<file path="config.mk">
export PLATFORM = sky130hd
export DESIGN_NAME = tmp101_poll_scheduler
export DESIGN_NICKNAME = d
export VERILOG_FILES = /design/src/rtl/tmp101_poll_scheduler.sv
export SDC_FILE = /design/constraint.sdc
export NUM_CORES = 1
export LEC_CHECK = 0
export CORE_MARGIN = 10
export CORE_UTILIZATION = 25
export DETAILED_ROUTE_END_ITERATION = 8
export PLACE_DENSITY = 0.49
export SKIP_LAST_GASP = 1
export SLEW_MARGIN = 15
export SYNTH_ARGS = -nofsm -noshare
export SYNTH_HDL_FRONTEND = slang
export SYNTH_SLANG_ARGS = --single-unit
</file>
<file path="constraint.sdc">
create_clock -name clk_i -period 7.1 [get_ports clk_i]
set_clock_uncertainty 0.15 [all_clocks]
set_input_delay 1.065 -clock clk_i [delete_from_list [all_inputs] [get_ports clk_i]]
set_output_delay 1.065 -clock clk_i [all_outputs]
set_load 0.02 [all_outputs]
</file>
<file path="src/rtl/tmp101_poll_scheduler.sv">
// Polls two TMP101 sensors in turn through an external I2C read unit and keeps the latest reading per sensor.
// Optional TMP101_FAHRENHEIT_EN converts captured Celsius bytes to clamped Fahrenheit (0..99).
module tmp101_poll_scheduler #(
    parameter logic [31:0] POLL_CYCLES    = 32'd50000000,
    parameter logic [31:0] TIMEOUT_CYCLES = 32'd1000000,
    parameter logic [7:0]  ADDR0          = 8'h91,
    parameter logic [7:0]  ADDR1          = 8'h93
) (
    input  logic       clk_i,
    input  logic       rst_ni,
    input  logic       enable_i,
    input  logic       done_i,
    input  logic [7:0] received_data_i,
    output logic       start_o,
    output logic [7:0] first_byte_o,
    output logic [7:0] temp0_o,
    output logic [7:0] temp1_o,
    output logic       valid0_o,
    output logic       valid1_o,
    output logic       error0_o,
    output logic       error1_o,
    output logic       busy_o,
    output logic       round_done_o
);

    typedef enum logic [2:0] {
        S_IDLE   = 3'd0,
        S_WAIT   = 3'd1,
        S_START0 = 3'd2,
        S_BUSY0  = 3'd3,
        S_START1 = 3'd4,
        S_BUSY1  = 3'd5
    } state_t;

    localparam logic [31:0] CNT_MAX = 32'hFFFF_FFFF;

    state_t      state_q, state_d;
    logic        done_q;
    logic [31:0] tmo_q, tmo_d;
    logic [31:0] poll_q, poll_d;
    logic        abort_q, abort_d;
    logic        round_done_q, round_done_d;
    logic [7:0]  temp0_q, temp0_d, temp1_q, temp1_d;
    logic        valid0_q, valid0_d, valid1_q, valid1_d;
    logic        error0_q, error0_d, error1_q, error1_d;

    logic        in_busy, in_xfer, done_rise, tmo_hit, poll_hit;
    logic        complete, timeout, finish, stop;
    logic [7:0]  conv_temp;

    function automatic logic [7:0] to_temp(input logic [7:0] c);
`ifdef TMP101_FAHRENHEIT_EN
        logic signed [11:0] cs;
        logic signed [11:0] f;
        cs = {{4{c[7]}}, c};
        // Signed division truncates toward zero, which is the rounding we want.
        f  = (cs * 12'sd9) / 12'sd5 + 12'sd32;
        if (f < 12'sd0) begin
            return 8'd0;
        end else if (f > 12'sd99) begin
            return 8'd99;
        end else begin
            return f[7:0];
        end
`else
        return c;
`endif
    endfunction

    assign conv_temp = to_temp(received_data_i);

    assign in_busy   = (state_q == S_BUSY0) || (state_q == S_BUSY1);
    assign in_xfer   = in_busy || (state_q == S_START0) || (state_q == S_START1);
    assign done_rise = done_i && !done_q;
    assign tmo_hit   = (tmo_q >= (TIMEOUT_CYCLES - 32'd1));
    assign poll_hit  = (poll_q >= (POLL_CYCLES - 32'd1));
    // An edge on the limit cycle wins over the timeout.
    assign complete  = in_busy && done_rise;
    assign timeout   = in_busy && !done_rise && tmo_hit;
    assign finish    = complete || timeout;
    assign stop      = abort_q || !enable_i;

    always_ff @(posedge clk_i or negedge rst_ni) begin
        if (!rst_ni) begin
            state_q <= S_IDLE;
        end else begin
            state_q <= state_d;
        end
    end

    always_comb begin
        state_d = state_q;
        unique case (state_q)
            S_IDLE:   if (enable_i) state_d = S_START0;
            S_WAIT: begin
                if (!enable_i) begin
                    state_d = S_IDLE;
                end else if (poll_hit) begin
                    state_d = S_START0;
                end
            end
            S_START0: state_d = S_BUSY0;
            S_BUSY0:  if (finish) state_d = stop ? S_IDLE : S_START1;
            S_START1: state_d = S_BUSY1;
            S_BUSY1:  if (finish) state_d = stop ? S_IDLE : S_WAIT;
            default:  state_d = S_IDLE;
        endcase
    end

    always_comb begin
        start_o      = (state_q == S_START0) || (state_q == S_START1);
        busy_o       = in_xfer;
        first_byte_o = ((state_q == S_START1) || (state_q == S_BUSY1)) ? ADDR1 : ADDR0;
    end

    always_comb begin
        tmo_d        = 32'd0;
        poll_d       = 32'd0;
        temp0_d      = temp0_q;
        temp1_d      = temp1_q;
        valid0_d     = valid0_q;
        valid1_d     = valid1_q;
        error0_d     = error0_q;
        error1_d     = error1_q;
        round_done_d = 1'b0;
        abort_d      = 1'b0;

        if (in_busy) begin
            tmo_d = (tmo_q == CNT_MAX) ? tmo_q : tmo_q + 32'd1;
        end
        if (state_q == S_WAIT) begin
            poll_d = (poll_q == CNT_MAX) ? poll_q : poll_q + 32'd1;
        end
        // Remember an Enable drop until the current sensor finishes.
        if (state_d != S_IDLE && state_d != S_WAIT) begin
            abort_d = abort_q || (in_xfer && !enable_i);
        end

        if (state_q == S_BUSY0) begin
            if (complete) begin
                temp0_d  = conv_temp;
                valid0_d = 1'b1;
            end else if (timeout) begin
                valid0_d = 1'b0;
                error0_d = 1'b1;
            end
        end
        if (state_q == S_BUSY1) begin
            if (complete) begin
                temp1_d  = conv_temp;
                valid1_d = 1'b1;
            end else if (timeout) begin
                valid1_d = 1'b0;
                error1_d = 1'b1;
            end
            round_done_d = finish && !stop;
        end
    end

    always_ff @(posedge clk_i or negedge rst_ni) begin
        if (!rst_ni) begin
            done_q       <= 1'b0;
            tmo_q        <= 32'd0;
            poll_q       <= 32'd0;
            abort_q      <= 1'b0;
            round_done_q <= 1'b0;
            temp0_q      <= 8'd0;
            temp1_q      <= 8'd0;
            valid0_q     <= 1'b0;
            valid1_q     <= 1'b0;
            error0_q     <= 1'b0;
            error1_q     <= 1'b0;
        end else begin
            done_q       <= done_i;
            tmo_q        <= tmo_d;
            poll_q       <= poll_d;
            abort_q      <= abort_d;
            round_done_q <= round_done_d;
            temp0_q      <= temp0_d;
            temp1_q      <= temp1_d;
            valid0_q     <= valid0_d;
            valid1_q     <= valid1_d;
            error0_q     <= error0_d;
            error1_q     <= error1_d;
        end
    end

    assign temp0_o      = temp0_q;
    assign temp1_o      = temp1_q;
    assign valid0_o     = valid0_q;
    assign valid1_o     = valid1_q;
    assign error0_o     = error0_q;
    assign error1_o     = error1_q;
    assign round_done_o = round_done_q;

endmodule

</file>
==> impl_metrics.tcl, run 1 <==
set metrics [dict create \
    outcome "finished clean" \
    cts-root-buf "clkbuf_16" \
    synth-async-reset-ratio_pct 100 \
    crit_path_cell_trace "xnor2_1 -> inv_1 -> clkdlybuf4s50_1" \
    p_int_uw 982 \
    ys_top_cells_by_count "dfrtp_1 (90), nor2_1 (74), nand2_1 (38)" \
    finalMaxSlewViolations 0 \
    arrival_ns 1.90 \
    grt_antenna_before_repair 0 \
    swShare_pct 33.9 \
    synthFlopType "dfrtp_1" \
    num_rows 49 \
    finalSetupViolCount 0 \
    place_hpwl_mm 7.71 \
    fin_crit_sh_pct 43.9 \
    wire_per_inst_um 14.6 \
    die_w_um 157 \
    yosysSeqAreaShare_pct 48.2 \
    clkLatencyLatePin_ns 0.36 \
    max_slew.worst_pin.slew_ns 1.03 \
    netlist_instances 486 \
    rsz0062_at_grt "false" \
    path_max_fanout 6 \
    fillers 1898 \
    yosysMostFrequentCell "dfrtp_1" \
    start_util_pct 25.8 \
    post-route-util_pct 30.4 \
    required_ns 5.88 \
    dieArea_sq_um 24600 \
    max_stage_delay_ns 0.58 \
    synth.largest_area_cell "dfrtp_1" \
    cts.repair.resized 0 \
    synth-seq-cells 90 \
    p_per_area_nw_per_um2 269 \
    multi_input_area_sq_um 2290 \
    finalHoldViolations 0 \
    syn_area_sq_um 4670 \
    synth_area_leaders "dfrtp_1 (48%), nor2_1 (5.9%), xnor2_1 (4.9%)" \
    period_needed_ns 3.11 \
    tritoncts "done" \
    p_switching_uw 503 \
    grt_pass1_wl_mm 18.5 \
    synth_cell_types 51 \
    final_nets 529 \
    worst_path_max_delay_cell "clkdlybuf4s50_1" \
    pwr-share-clk_pct 32.5 \
    grt_pass1_vias 3676 \
    relSlewSlack_pct 31.2 \
    grt_overflow 0 \
    first_iter_violations 266 \
    tns_ns 0 \
    ioPinCount 43 \
    cts.sinks 90 \
    yosysWarnings 0 \
    gp_congestion 0.762 \
    vias_per_cell 4.81 \
    crit_path_start_kind "flop" \
    power_leakage_uw 0.00219 \
    combPwrFrac_pct 26.0 \
    post_cts_buffers 0 \
    clk_pin_slew_worst_paths_ns 0.08 \
    synth_top_area_share_pct 48.2 \
    cts_buffers 9 \
    grtUsageTotal_pct 9.32 \
    area_growth_pct 18.1 \
    dp.cells 733 \
    worst-setup-path-type "flop to output port" \
    syn_area_per_cell_sq_um 9.62 \
    clock_path_buffers 2 \
    core-area_sq_um 18100 \
    drive_gt1_share_pct 8.08 \
    finalNonFillerCells 749 \
    grt_max_degree 52 \
    regArea_sq_um 2250 \
    routed_wl_mm 11.0 \
    first_pass_iters 5 \
    io_buffers 35 \
    htree_levels 3 \
    maxCapViolations 0 \
    antenna_left 0 \
    synth_enable_flop_cells 0 \
    hp-class "flop to flop" \
    hold_buffers 0 \
    maxClockFrequency_mhz 321 \
    critPathCaptureType "output port" \
    die_y_um 157 \
    pwr-share-seq_pct 41.6 \
    vdd_ir_drop_max_mv 0.152 \
    totalPowerFinal_uw 1480 \
    via_count 3604 \
    remaining_drc_errors 0 \
    n_antenna_cell 0 \
]
-- path summary, 6_finish.rpt --
path,startpoint,slack (ns),cells after the start,end
min in group asynchronous,rst_ni,0.53,1,poll_q[9]
hold / removal,error0_o,0.35,2,error0_o
hold reg to reg,error0_o,0.35,2,error0_o
setup / recovery,state_q[1],3.99,3,busy_o
setup reg to reg,poll_q[5],4.45,6,poll_q[27]
max in group asynchronous,rst_ni,5.22,2,tmo_q[19]
-- registers in the layout (all words and copies together) (netlist names) --
| name | count |
|---|---|
| state_q | 3 |
| temp1_o | 8 |
| error1_o | 1 |
| done_q | 1 |
| tmo_q | 32 |
| valid0_o | 1 |
| valid1_o | 1 |
| abort_q | 1 |
| round_done_o | 1 |
| error0_o | 1 |
| poll_q | 32 |
| temp0_o | 8 |
-- through the flow --
| step | setup slack (ns) | hold WS [ns] | area (sq um) |
|---|---|---|---|
| after global placement | 4.07 | 0.332 | 5220 |
| after global routing | 3.86 | 0.390 | 5520 |
| final | 3.99 | 0.351 | 5520 |
| after CTS | 3.96 | 0.366 | 5520 |
| after detailed placement | 3.97 | 0.343 | 5220 |
| after floorplan | 4.82 | 0.321 | 4690 |
-- logic make-up (layout without fill, tap and decap cells) --
kind of cell             Yosys count  in the layout  synth area share (%)
multiplexers                      18             18                  4.28
other                              2              7                 0.161
AO/OA/AOI/OAI                     41             41                  5.89
flip-flops                        90             90                  48.2
AND/OR/NAND/NOR                  249            249                  28.0
buffers and inverters             32             61                  3.24
XOR/XNOR                          52             52                  9.75
adder cells (fa/ha/maj)            2              2                 0.535
-- routing by layer --
metal,vias up,wire (um),track usage [%]
met5,-,0,0
met4,0,42,2.29
met3,5,516,3.32
met2,61,5260,15.1
met1,1759,5140,11.5
li1,1779,-,-
-- area by class of cell --
type,instances,area share (%)
repair buffers,36,6.44
clock buffers,9,4.08
inverters,9,0.612
well taps,229,5.19
flip-flops and latches,90,40.8
clock inverters,7,1.43
multi-input cells,369,41.5
-- worst max-delay path: cells and delay by family, from the launching register on --
family	cells	cell delay [ns]
xor gates and xnor gates	1	0.38
buffers and inverters	2	0.73
DFF	1	0.43
-- cells in the final DEF, fill, tap and decap left out, drive strengths merged, types with 7 or more instances in the layout --
master and count:
nand4 30, and4 8, nand2 39, nor3 15
and3 17, clkdlybuf4s50 34, xnor2 26, nand3 20
xor2 26, o21ai 9, mux2 16, inv 13
dfrtp 90, clkbuf 9, a21oi 8, or3 11
conb 7, nor2 75, nor4 11
-- power by group through the flow --
stage	clock network [uW]	logic (uW)	registers [uW]
2_1_floorplan	0	182	665
5_1_grt	526	422	627
4_1_cts	504	395	617
3_5_place_dp	0	394	627
3_3_place_gp	0	389	625
6_report	482	386	617
No activity file was read; power rests on OpenSTA's default activity.
==> inputs of run 2 (changes only) <==
==> constraint.sdc (replaced) <==
create_clock -name clk_i -period 3.1 [get_ports clk_i]
set_clock_uncertainty 0.15 [all_clocks]
set_input_delay 0.465 -clock clk_i [delete_from_list [all_inputs] [get_ports clk_i]]
set_output_delay 0.465 -clock clk_i [all_outputs]
set_load 0.02 [all_outputs]
==> impl_metrics.tcl, run 2 (synthesized netlist as in run 1, its figures left out) <==
set metrics [dict create \
    grtUsageTotal_pct 9.47 \
    place_hpwl_mm 7.87 \
    pwr-share-clk_pct 32.7 \
    p_switching_uw 1160 \
    post_cts_buffers 0 \
    critPathCaptureType "flop" \
    finalMaxSlewViolations 0 \
    cts-root-buf "clkbuf_16" \
    die_w_um 157 \
    routed_wl_mm 11.0 \
    io_buffers 35 \
    fin_crit_sh_pct 83.7 \
    max_stage_delay_ns 0.63 \
    cts.sinks 90 \
    cts.repair.resized 0 \
    tritoncts "done" \
    cts_buffers 9 \
    start_util_pct 25.8 \
    max_slew.worst_pin.slew_ns 0.809 \
    tns_ns 0 \
    swShare_pct 34.0 \
    antenna_left 0 \
    first_pass_iters 4 \
    hold_slack_ns 0.326 \
    clk_pin_slew_worst_paths_ns 0.08 \
    vdd_ir_drop_max_mv 0.406 \
    clock_path_buffers 2 \
    final_area_sq_um 5570 \
    die_y_um 157 \
    gp_congestion 0.801 \
    grt_pass1_wl_mm 18.9 \
    ioPinCount 43 \
    crit_path_cell_trace "nand4_1 -> nor3_1 -> and4_1 -> or3_1 -> xor2_1 -> nor2_1" \
    relSlewSlack_pct 45.9 \
    worst_path_max_delay_cell "and4_1" \
    remaining_drc_errors 0 \
    grt_antenna_before_repair 0 \
    arrival_ns 2.70 \
    placed_cell_area_sq_um 5260 \
    combPwrFrac_pct 26.2 \
    hold_buffers 1 \
    outcome "finished clean" \
    setup_ws_ns 0.505 \
    hp-class "flop to flop" \
    maxCapViolations 0 \
    n_antenna_cell 0 \
    grt_overflow 0 \
    path_max_fanout 15 \
    finalSetupViolCount 0 \
    final_cell_mix "dfrtp_1 (90), nor2_1 (74), nand2_1 (38)" \
    fillers 1873 \
    via_count 3604 \
    first_iter_violations 223 \
    maxClockFrequency_mhz 385 \
    htree_levels 3 \
    crit_path_start_kind "flop" \
    area_growth_pct 19.2 \
    p_int_uw 2260 \
    vias_per_cell 4.78 \
    clkLatencyLatePin_ns 0.36 \
    grt_max_degree 52 \
    hold_depth 2 \
    rr_worst_depth 6 \
    pwr-share-seq_pct 41.1 \
    dieArea_sq_um 24600 \
    grt_pass1_vias 3680 \
    finalHoldViolations 0 \
    totalPowerFinal_uw 3420 \
    num_rows 49 \
    power_leakage_uw 0.00222 \
    rsz0062_at_grt "false" \
    final_common_cell "dfrtp_1" \
    p_per_area_nw_per_um2 615 \
    wire_per_inst_um 14.6 \
    worst-setup-path-type "flop to flop" \
    preCtsSetupSlack_ns 0.557 \
    final_nets 534 \
    reg.largest.list "poll_q (32), tmo_q (32)" \
    core-area_sq_um 18100 \
    drive_gt1_share_pct 8.76 \
    period_needed_ns 2.60 \
    required_ns 3.20 \
]
[run 2: per-layer routing]
layer | vias to the layer above | track usage [%] | wire (um)
met5 | - | 0 | 0
met4 | 0 | 3.01 | 124
met3 | 12 | 2.80 | 594
met2 | 62 | 15.2 | 5230
met1 | 1743 | 11.9 | 5030
li1 | 1787 | - | -
[run 2: through the flow]
step / cells / utilization (%)
after floorplan: 491 / -
after global placement: 737 / 29.0
after detailed placement: 737 / 29.0
after CTS: 754 / 30.7
after global routing: 754 / 30.7
final: 754 / 30.7
[run 2: path summary, 6_finish.rpt]
check                           from   endpoint  slack [ns]
setup / recovery           tmo_q[24]  tmo_q[11]        0.50
hold / removal              error1_o   error1_o        0.33
setup reg to reg           tmo_q[24]  tmo_q[11]        0.50
hold reg to reg             error1_o   error1_o        0.33
max in group asynchronous     rst_ni  tmo_q[25]        1.64
min in group asynchronous     rst_ni  poll_q[6]        0.48
[run 2: power groups by stage]
stage / Combinational (uW) / Sequential, uW / Clock, uW
CTS: 920 / 1410 / 1160
global placement: 908 / 1420 / 0
detailed placement: 916 / 1430 / 0
floorplan: 417 / 1520 / 0
finish: 897 / 1410 / 1120
global route: 985 / 1430 / 1210
[run 2: cell type report]
type                            instances  area [sq um]  area share [%]
Clock buffer                            9           225            4.04
Multi-Input combinational cell        369          2290            41.1
Clock inverter                          7          76.3            1.37
Tap cell                              229           287            5.14
Inverter                                9          33.8           0.606
Timing Repair Buffer                   41           408            7.32
Sequential cell                        90          2250            40.4
[run 2: critical path, delay by kind of cell, from the launching register on]
family / cells / cell delay (ns)
DFF: 1 / 0.44
and+or+nand+nor: 5 / 1.74
xor gates and xnor gates: 1 / 0.16
